**config.mk**
```make
export PLATFORM = sky130hd
export DESIGN_NAME = syndrome_frame_serializer
export DESIGN_NICKNAME = d
export VERILOG_FILES = /design/src/rtl/syndrome_frame_serializer.sv
export SDC_FILE = /design/constraint.sdc
export NUM_CORES = 1
export LEC_CHECK = 0
export CORE_MARGIN = 2
export CORE_UTILIZATION = 45
export DETAILED_ROUTE_END_ITERATION = 12
export PLACE_DENSITY = 0.81
export SYNTH_ARGS = -nofsm -noshare
export SYNTH_HDL_FRONTEND = slang
export SYNTH_SLANG_ARGS = --single-unit
```
**constraint.sdc**
```tcl
create_clock -name clk -period 1.6 [get_ports clk]
set_input_delay 0.24 -clock clk [delete_from_list [all_inputs] [get_ports clk]]
set_output_delay 0.24 -clock clk [all_outputs]
set_load 0.02 [all_outputs]
```
**src/rtl/syndrome_frame_serializer.sv**
```systemverilog
// syndrome_frame_serializer
//   Takes one decoding shot, which holds every measurement round, as a parallel
//   syndrome vector. It serializes that shot onto an 8-bit valid/ready byte
//   stream that feeds the decoder input FIFO.
//   After reset the block sends START_MSG once. For each shot after that it sends
//   MEAS_HDR, followed by the payload. In the payload each round is zero-padded up
//   to a whole number of bytes.
//   Once a frame has gone out, the block waits for result_done before it accepts
//   the next shot.
// Ports
//   clk, reset       system clock, synchronous active-high reset
//   shot_data/valid/ready   parallel shot input (valid/ready)
//   out_data/valid/ready    byte stream to decoder input FIFO (registered)
//   result_done      1-cycle pulse: decoder finished result for current shot
//   busy             shot in flight (header, payload or waiting for result)
//   shots_sent       completed frames, wraps at 2^16
//   protocol_error   sticky: result_done outside the wait state
//
// state   | meaning
// S_START | presenting START_MSG, entered only from reset
// S_IDLE  | ready for a shot
// S_HDR   | presenting MEAS_HDR
// S_PAY   | presenting payload byte byte_idx
// S_WAIT  | frame sent, waiting for result_done
module syndrome_frame_serializer #(
   parameter int         GRID_WIDTH_X = 4,
   parameter int         GRID_WIDTH_Z = 1,
   parameter int         GRID_WIDTH_U = 3,
   parameter logic [7:0] START_MSG    = 8'h01,
   parameter logic [7:0] MEAS_HDR     = 8'h02
) (
   input  logic                                         clk,
   input  logic                                         reset,
   input  logic [GRID_WIDTH_X*GRID_WIDTH_Z*GRID_WIDTH_U-1:0] shot_data,
   input  logic                                         shot_valid,
   output logic                                         shot_ready,
   output logic [7:0]                                   out_data,
   output logic                                         out_valid,
   input  logic                                         out_ready,
   input  logic                                         result_done,
   output logic                                         busy,
   output logic [15:0]                                  shots_sent,
   output logic                                         protocol_error
);

   localparam int PU_PER_ROUND    = GRID_WIDTH_X * GRID_WIDTH_Z;
   localparam int BYTES_PER_ROUND = (PU_PER_ROUND + 7) >> 3;
   localparam int ALIGNED         = BYTES_PER_ROUND * 8;
   localparam int FRAME_BYTES     = BYTES_PER_ROUND * GRID_WIDTH_U;
   localparam int IDX_W           = (FRAME_BYTES > 1) ? $clog2(FRAME_BYTES) : 1;

   typedef enum logic [2:0] {
      S_START = 3'd0,
      S_IDLE  = 3'd1,
      S_HDR   = 3'd2,
      S_PAY   = 3'd3,
      S_WAIT  = 3'd4
   } state_t;

   state_t                         state, state_next;
   logic [IDX_W-1:0]               byte_idx, byte_idx_next;
   logic [FRAME_BYTES-1:0][7:0]    shot_buf;
   logic [FRAME_BYTES*8-1:0]       padded;
   logic                           xfer;
   logic                           capture;
   logic                           frame_done;
   logic                           out_valid_next;
   logic [7:0]                     out_data_next;

   // Each round starts on a byte boundary. The unused high bits of a round stay 0.
   always_comb begin
      padded = '0;
      for (int k = 0; k < GRID_WIDTH_U; k++) begin
         for (int p = 0; p < PU_PER_ROUND; p++) begin
            padded[k*ALIGNED + p] = shot_data[k*PU_PER_ROUND + p];
         end
      end
   end

   assign xfer       = out_valid & out_ready;
   assign shot_ready = (state == S_IDLE);
   assign busy       = (state == S_HDR) || (state == S_PAY) || (state == S_WAIT);

   always_comb begin
      state_next    = state;
      byte_idx_next = byte_idx;
      capture       = 1'b0;
      frame_done    = 1'b0;
      case (state)
         S_START: if (xfer) state_next = S_IDLE;
         S_IDLE: begin
            if (shot_valid) begin
               capture       = 1'b1;
               byte_idx_next = '0;
               state_next    = S_HDR;
            end
         end
         S_HDR: if (xfer) state_next = S_PAY;
         S_PAY: begin
            if (xfer) begin
               if (byte_idx == IDX_W'(FRAME_BYTES - 1)) begin
                  frame_done = 1'b1;
                  state_next = S_WAIT;
               end else begin
                  byte_idx_next = byte_idx + IDX_W'(1);
               end
            end
         end
         S_WAIT: if (result_done) state_next = S_IDLE;
         default: state_next = S_START;
      endcase
   end

   // Output register is loaded from the next state. Data therefore holds
   // naturally while stalled, and bytes follow back to back when out_ready stays high.
   always_comb begin
      out_valid_next = 1'b0;
      out_data_next  = out_data;
      case (state_next)
         S_START: begin out_valid_next = 1'b1; out_data_next = START_MSG; end
         S_HDR:   begin out_valid_next = 1'b1; out_data_next = MEAS_HDR;  end
         S_PAY:   begin out_valid_next = 1'b1; out_data_next = shot_buf[byte_idx_next]; end
         default: out_valid_next = 1'b0;
      endcase
   end

   always_ff @(posedge clk) begin
      if (reset) begin
         state          <= S_START;
         byte_idx       <= '0;
         shot_buf       <= '0;
         out_valid      <= 1'b0;
         out_data       <= 8'h00;
         shots_sent     <= 16'h0000;
         protocol_error <= 1'b0;
      end else begin
         state     <= state_next;
         byte_idx  <= byte_idx_next;
         out_valid <= out_valid_next;
         out_data  <= out_data_next;
         if (capture) shot_buf <= padded;
         if (frame_done) shots_sent <= shots_sent + 16'd1;
         if (result_done && (state != S_WAIT)) protocol_error <= 1'b1;
      end
   end

endmodule

```
==> metrics.cfg, run 1 <==
[power]
clkPwrFrac_pct=40.2
p_comb_share_pct=11.1
power_switching_w=0.000500
pwr-share-seq_pct=48.6
p_leak_nw=1.25
power.density_mw_per_mm2=714
swShare_pct=24.2
total_power_w=0.00207
p_int_w=0.00157
ir_drop_v=0.000619

[placed_design]
port_buffers=40
placement.cell_area_mm2=0.00260
gp_congestion=0.863
dpl.hpwl_um=3510
dp.cells=346

[finish]
nets=328
fill_cells=312
fin_cells=359
area_growth_pct=50.2
register_area_um2=795
multi_input_area_mm2=0.00118
final_area_mm2=0.00289
antenna_cells=0
utilization_pct=71.3
layout-drive-gt1-share_pct=25.6

[synth]
synth-simple-area-share_pct=28.2
ys_types=48
synthMuxAreaShare_pct=3.96
synthCells=234
synth_top_area_share_pct=40.5
synth_commonest_cells=nand2_1 (42), dfxtp_1 (39), a21oi_1 (21)
yosysMostFrequentCell=nand2_1
ys.flop_type=dfxtp_1
synth_area_leaders=dfxtp_1 (41%), nand2_1 (8.2%), a21oi_1 (5.5%)
synth-edff-count=0
synth_top_family_by_area=simple AND/OR/NAND/NOR gates
yosysTopAreaCell=dfxtp_1
yosysWarnings=0
ys_seq_area_share_pct=40.5
ys_ff_latch=39
netlist_area_mm2=0.00193
syn_area_per_cell_um2=8.23
synthAdderAreaFrac_pct=1.95
synth_xor_xnor_area_share_pct=4.55
async_reset_ff_share_pct=0
synth-compound-area-share_pct=14.7

[job]
drv_cap=0

[setup_path]
r2r.worst_path.cells=6
start_kind=flip-flop
end_kind=flip-flop
arrival_ps=1860
critPathKind=flip-flop to flip-flop
rrSetupSlack_ps=-70
r2r-start=state[0]
crit_required_ps=1790
r2r-end=out_data[0]
path_max_fanout=5

[status]
violations=setup timing
status=complete, but fails checks

[drt]
first_pass_iters=4
drc=0
top_layer_used=met4
wl_per_cell_um=15.3
vias=1938
drtIter0Drc=174
wl_um=5480
detail_route.vias_per_cell=5.40
wl_met1_um=2360
route.met3.wl_um=257
ant_nets=0
dr_wl_met2_um=2750

[timing]
fin_crit_sh_pct=104
worst_slack_ps=-69.8
period_minus_slack_ps=1670
hold_viol_final=0
setup_violations=5
fmax_mhz=599
rsz0062_at_grt=true
drv_slew=0
fin_worst_hold_slack_ps=461
skew_ps=7.57

[clock_network]
clk_pin_slew_ps=80
cts_buffers=5
cts_tree=yes
cts_sinks=39
insertion_delay_ps=300
htreeDepth=2
clk_path_buf_depth=2
cts_root_buf=clkbuf_8

[die]
die_area_mm2=0.00482
die-width_um=69.4
core-area_mm2=0.00406
ios=45
die_y_um=69.4
initial_utilization_pct=47.5
rows=23

[hold_path]
hold_end=shot_buf[18]
min-delay-start=shot_buf[18]
hold_path_class=flip-flop to flip-flop
hold_depth=2

[global_routing]
overflow=0
grt.total_usage_pct=19.7
grt_max_degree=23
grt_pass1_vias=1789
antenna_found_initial=0
grt_pass1_wl_um=7800

## cell type report
class / instances / share of cell area, %
inverter: 9 / 1.17
multi-input combinational: 174 / 40.8
sequential: 39 / 27.5
tap: 50 / 2.16
clock inverter: 3 / 1.51
timing repair buffer: 79 / 24.5
clock buffer: 5 / 2.38
## cell families (layout without fill, tap and decap cells)
| family | Yosys count | in the layout |
|---|---|---|
| simple gates | 105 | 105 |
| compound gates | 45 | 45 |
| flops | 39 | 39 |
| buf+inv | 24 | 96 |
| xor+xnor | 10 | 10 |
| mux | 7 | 7 |
| fa+ha+maj | 3 | 3 |
| other cells | 1 | 4 |
## metrics by stage
step	setup WS [ps]	TNS (ps)
after global routing	-131	-857
final	-69.8	-185
after CTS	5.02	0
after detailed placement	-336	-5090
after floorplan	20.0	0
after global placement	-319	-4510
## flip-flops by register name, summed over array words and instances (netlist names)
register	cells
out_data	4
state	3
protocol_error	1
out_valid	1
byte_idx	2
shots_sent	16
shot_buf	12
## per-layer routing
layer,vias up,GRT usage [%]
met4,0,5.23
li1,954,-
met1,905,24.3
met5,-,0
met2,68,34.5
met3,11,4.36
## cells in the final DEF (no fill, tap or decap), drive strengths merged, types with 5 or more instances in the layout
cell type      synthesis  routed
buf                    9      39
nor2                  19      19
o21ai                  9       9
nand4                  6       6
clkdlybuf4s50          0      28
xnor2                  8       8
inv                    9       9
a21oi                 21      21
clkbuf                 6       6
dfxtp                 39      39
nand2                 42      42
or3                    5       5
dlygate4sd2            0       5
nor4                   6       6
mux2i                  5       5
and2                   5       5
dlymetal6s2s           0       5
## power groups by stage
stage                     Sequential (W)  Combinational [W]  Clock, W
after detailed placement         0.00103           0.000222         0
after CTS                        0.00100           0.000221  0.000830
final                            0.00101           0.000230  0.000831
after global routing             0.00101           0.000247  0.000878
after global placement           0.00103           0.000220         0
after floorplan                  0.00103           0.000108         0
## worst max-delay path: stages, from the launching register on
cell and delay (ps):
dfxtp_2 340, buf_4 150, and4bb_2 260, a2111oi_1 480
a211oi_2 100, a2bb2oi_2 150, o31ai_1 100
## how the worst max path moves through the flow
stage / start / endpoint / slack, ps / cells after the start
6_report: state[0] / out_data[0] / -70 / 6
5_1_grt: out_valid / out_data[0] / -130 / 4
2_1_floorplan: byte_idx[0] / out_data[0] / 20 / 7
3_5_place_dp: out_ready / out_data[1] / -340 / 7
3_3_place_gp: out_ready / shots_sent[13] / -320 / 7
4_1_cts: shots_sent[11] / shots_sent[11] / 5 / 2
## repair_timing
action	in CTS	in global routing
pin swaps	6	17
gates resized for setup	23	27
hold buffers	0	0
endpoints found under the setup margin	16	22
buffers inserted	0	5
Note: power is estimated with default switching activity, not from simulation.
==> run 2: changes to the inputs <==
--- a/config.mk
+++ b/config.mk
@@ -6,9 +6,10 @@
 export NUM_CORES = 1
 export LEC_CHECK = 0
 export CORE_MARGIN = 2
-export CORE_UTILIZATION = 45
+export CORE_UTILIZATION = 50
 export DETAILED_ROUTE_END_ITERATION = 12
-export PLACE_DENSITY = 0.81
+export DONT_BUFFER_PORTS = 1
+export PLACE_DENSITY = 0.73
 export SYNTH_ARGS = -nofsm -noshare
 export SYNTH_HDL_FRONTEND = slang
 export SYNTH_SLANG_ARGS = --single-unit
==> run 2 against run 1 <==
Compared with the run above: wire length is 7.0% lower; clock skew is 1.1 ps lower; design area is 11% lower; cell count is 10% lower; the run still ends with setup timing left; highest routed layer unchanged; global-route usage is 3.6 points higher; maximum frequency is 1.6% higher.
==> metrics.cfg, run 2 (same netlist as run 1, synthesis figures left out) <==
[status]
status=complete, but fails checks
violations=setup timing

[drt]
ant_nets=0  ; unchanged
vias=1824  ; -5.9%
first_pass_iters=4  ; unchanged
wl_um=5090  ; -7.0%
wl_per_cell_um=15.8  ; +3.3%
detail_route.vias_per_cell=5.65  ; +4.6%
drc=0  ; unchanged
drtIter0Drc=144  ; -17%

[timing]
period_minus_slack_ps=1640  ; -26.7 ps
relSlewSlack_pct=59.7
worst_slack_ps=-43.1  ; +26.7 ps
setup_violations=5  ; unchanged
rsz0062_at_grt=true
drv_slew=0  ; unchanged
worst_slew_pin_slew_ps=602
skew_ps=6.43  ; -1.14 ps
fin_crit_sh_pct=103  ; -1.7 points
hold_viol_final=0  ; unchanged
fmax_mhz=609  ; +1.6%

[finish]
layout_common_cells=nand2_1 (41), buf_4 (36), dfxtp_1 (35)
antenna_cells=0  ; unchanged
top_register=shots_sent
largest_reg_flops=16  ; unchanged
utilization_pct=69.5  ; -1.9 points
final_common_cell=nand2_1
reg_top3=shots_sent (16), shot_buf (12), out_data (4)
fill_cells=296  ; -5.1%
register_area_um2=788  ; -0.79%
area_growth_pct=33.0
nets=294  ; -10%
multi_input_area_mm2=0.00118  ; -0.11%
layout-drive-gt1-share_pct=29.1  ; +3.5 points

[placed_design]
place_ws_ps=-77.7  ; +259 ps
dpl.hpwl_um=3150  ; -10%
gp_congestion=0.904  ; +4.7%
port_buffers=0  ; -100%

[hold_path]
hold_path_class=input pin to flip-flop

[clock_network]
insertion_delay_ps=290  ; about the same
clk_pin_slew_ps=80  ; about the same
cts_root_buf=clkbuf_8
cts_buffers=5  ; unchanged
htreeDepth=2  ; unchanged
cts_sinks=39  ; unchanged
clk_path_buf_depth=2  ; unchanged
cts_tree=yes

[global_routing]
grt_pass1_wl_um=7730  ; -0.88%
grt.total_usage_pct=23.3  ; +3.6 points
overflow=0  ; unchanged
grt_pass1_vias=1667  ; -6.8%
grt_max_degree=18  ; -22%
antenna_found_initial=0  ; unchanged

[power]
total_power_w=0.00214  ; +3.6%
power.density_mw_per_mm2=836  ; +17%
ir_drop_v=0.000529  ; -14%
p_leak_nw=0.966  ; -23%

[setup_path]
path_max_fanout=3  ; -2
start_kind=flip-flop
crit_required_ps=1810  ; +20 ps
end_kind=flip-flop
critPathKind=flip-flop to flip-flop
arrival_ps=1850  ; about the same
rrSetupSlack_ps=-40  ; +30 ps

[die]
die-width_um=66.1  ; -4.8%
die_y_um=66.1  ; -4.8%
die_area_mm2=0.00437  ; -9.4%
initial_utilization_pct=52.2  ; +4.8 points
core-area_mm2=0.00369  ; -9.1%
rows=22  ; -4.3%
ios=45  ; unchanged

[job]
drv_cap=0  ; unchanged

==> run 2: changes by cell type in the layout (fill, tap and decap cells not counted), moves of 3 or more <==
| cell | previous run | this run |
|---|---|---|
| nor4_2 | 0 | 4 |
| a21oi_2 | 0 | 3 |
| nor4_4 | 5 | 1 |
| a21oi_1 | 21 | 18 |
| dfxtp_1 | 30 | 35 |
| dfxtp_2 | 8 | 3 |
| dlymetal6s2s_1 | 5 | 0 |
| clkdlybuf4s50_1 | 28 | 0 |
| dlygate4sd3_1 | 0 | 6 |
| dlygate4sd2_1 | 5 | 0 |
==> run 2: cell type report <==
| class | count | area share (%) |
|---|---|---|
| clock inverters | 3 | 2.64 |
| multi-input cells | 174 | 46.0 |
| repair buffers | 45 | 14.2 |
| clock buffers | 5 | 2.69 |
| inverters | 9 | 1.32 |
| flip-flops and latches | 39 | 30.8 |
| well taps | 48 | 2.34 |
==> run 2: final timing paths <==
path	from	endpoint	cells past startpoint
max reg2reg	byte_idx[1]	out_data[2]	7
min	reset	shots_sent[2]	1
min reg2reg	shot_buf[1]	shot_buf[1]	2
max	byte_idx[1]	out_data[2]	7
==> run 2: metrics by stage <==
stage | instances | setup TNS (ps) | hold slack [ps] | area, um^2
after global routing | 323 | -829 | -1.69 | 2560
after detailed placement | 302 | -109 | 314 | 2180
final | 323 | -125 | 15.3 | 2560
after floorplan | 237 | 0 | 376 | 1960
after CTS | 317 | -2.74 | 0.443 | 2420
after global placement | 302 | -8.25 | 312 | 2180
==> run 2: report_power, final <==
part	internal (W)	leakage (nW)	switching, W
logic	0.0000630	0.584	0.0000941
clock network	0.000622	0.0644	0.000354
registers	0.000989	0.318	0.0000211
==> run 2: per-layer routing <==
metal / part of all wire [%] / GRT usage (%) / vias to the layer above
met5: 0 / 0 / -
met4: 1.2 / 7.14 / 0
met3: 6.1 / 6.98 / 7
met2: 49 / 36.9 / 52
met1: 44 / 30.4 / 881
li1: - / - / 884
==> run 2: timing repair <==
| item | in CTS | in global routing |
|---|---|---|
| gates resized for setup | 13 | 17 |
| pin swaps | 3 | 14 |
| setup buffers | 4 | 3 |
| hold endpoints to repair | 15 | 5 |
| hold buffers | 3 | 3 |
| endpoints found under the setup margin | 6 | 15 |
==> run 2: critical path, stage by stage (launching register included) <==
cell and delay, ps:
dfxtp_4 370, inv_1 50, ha_1 270, nand4b_1 130, nor3_2 270, a41oi_2 90
nand2b_4 180, o221ai_1 200
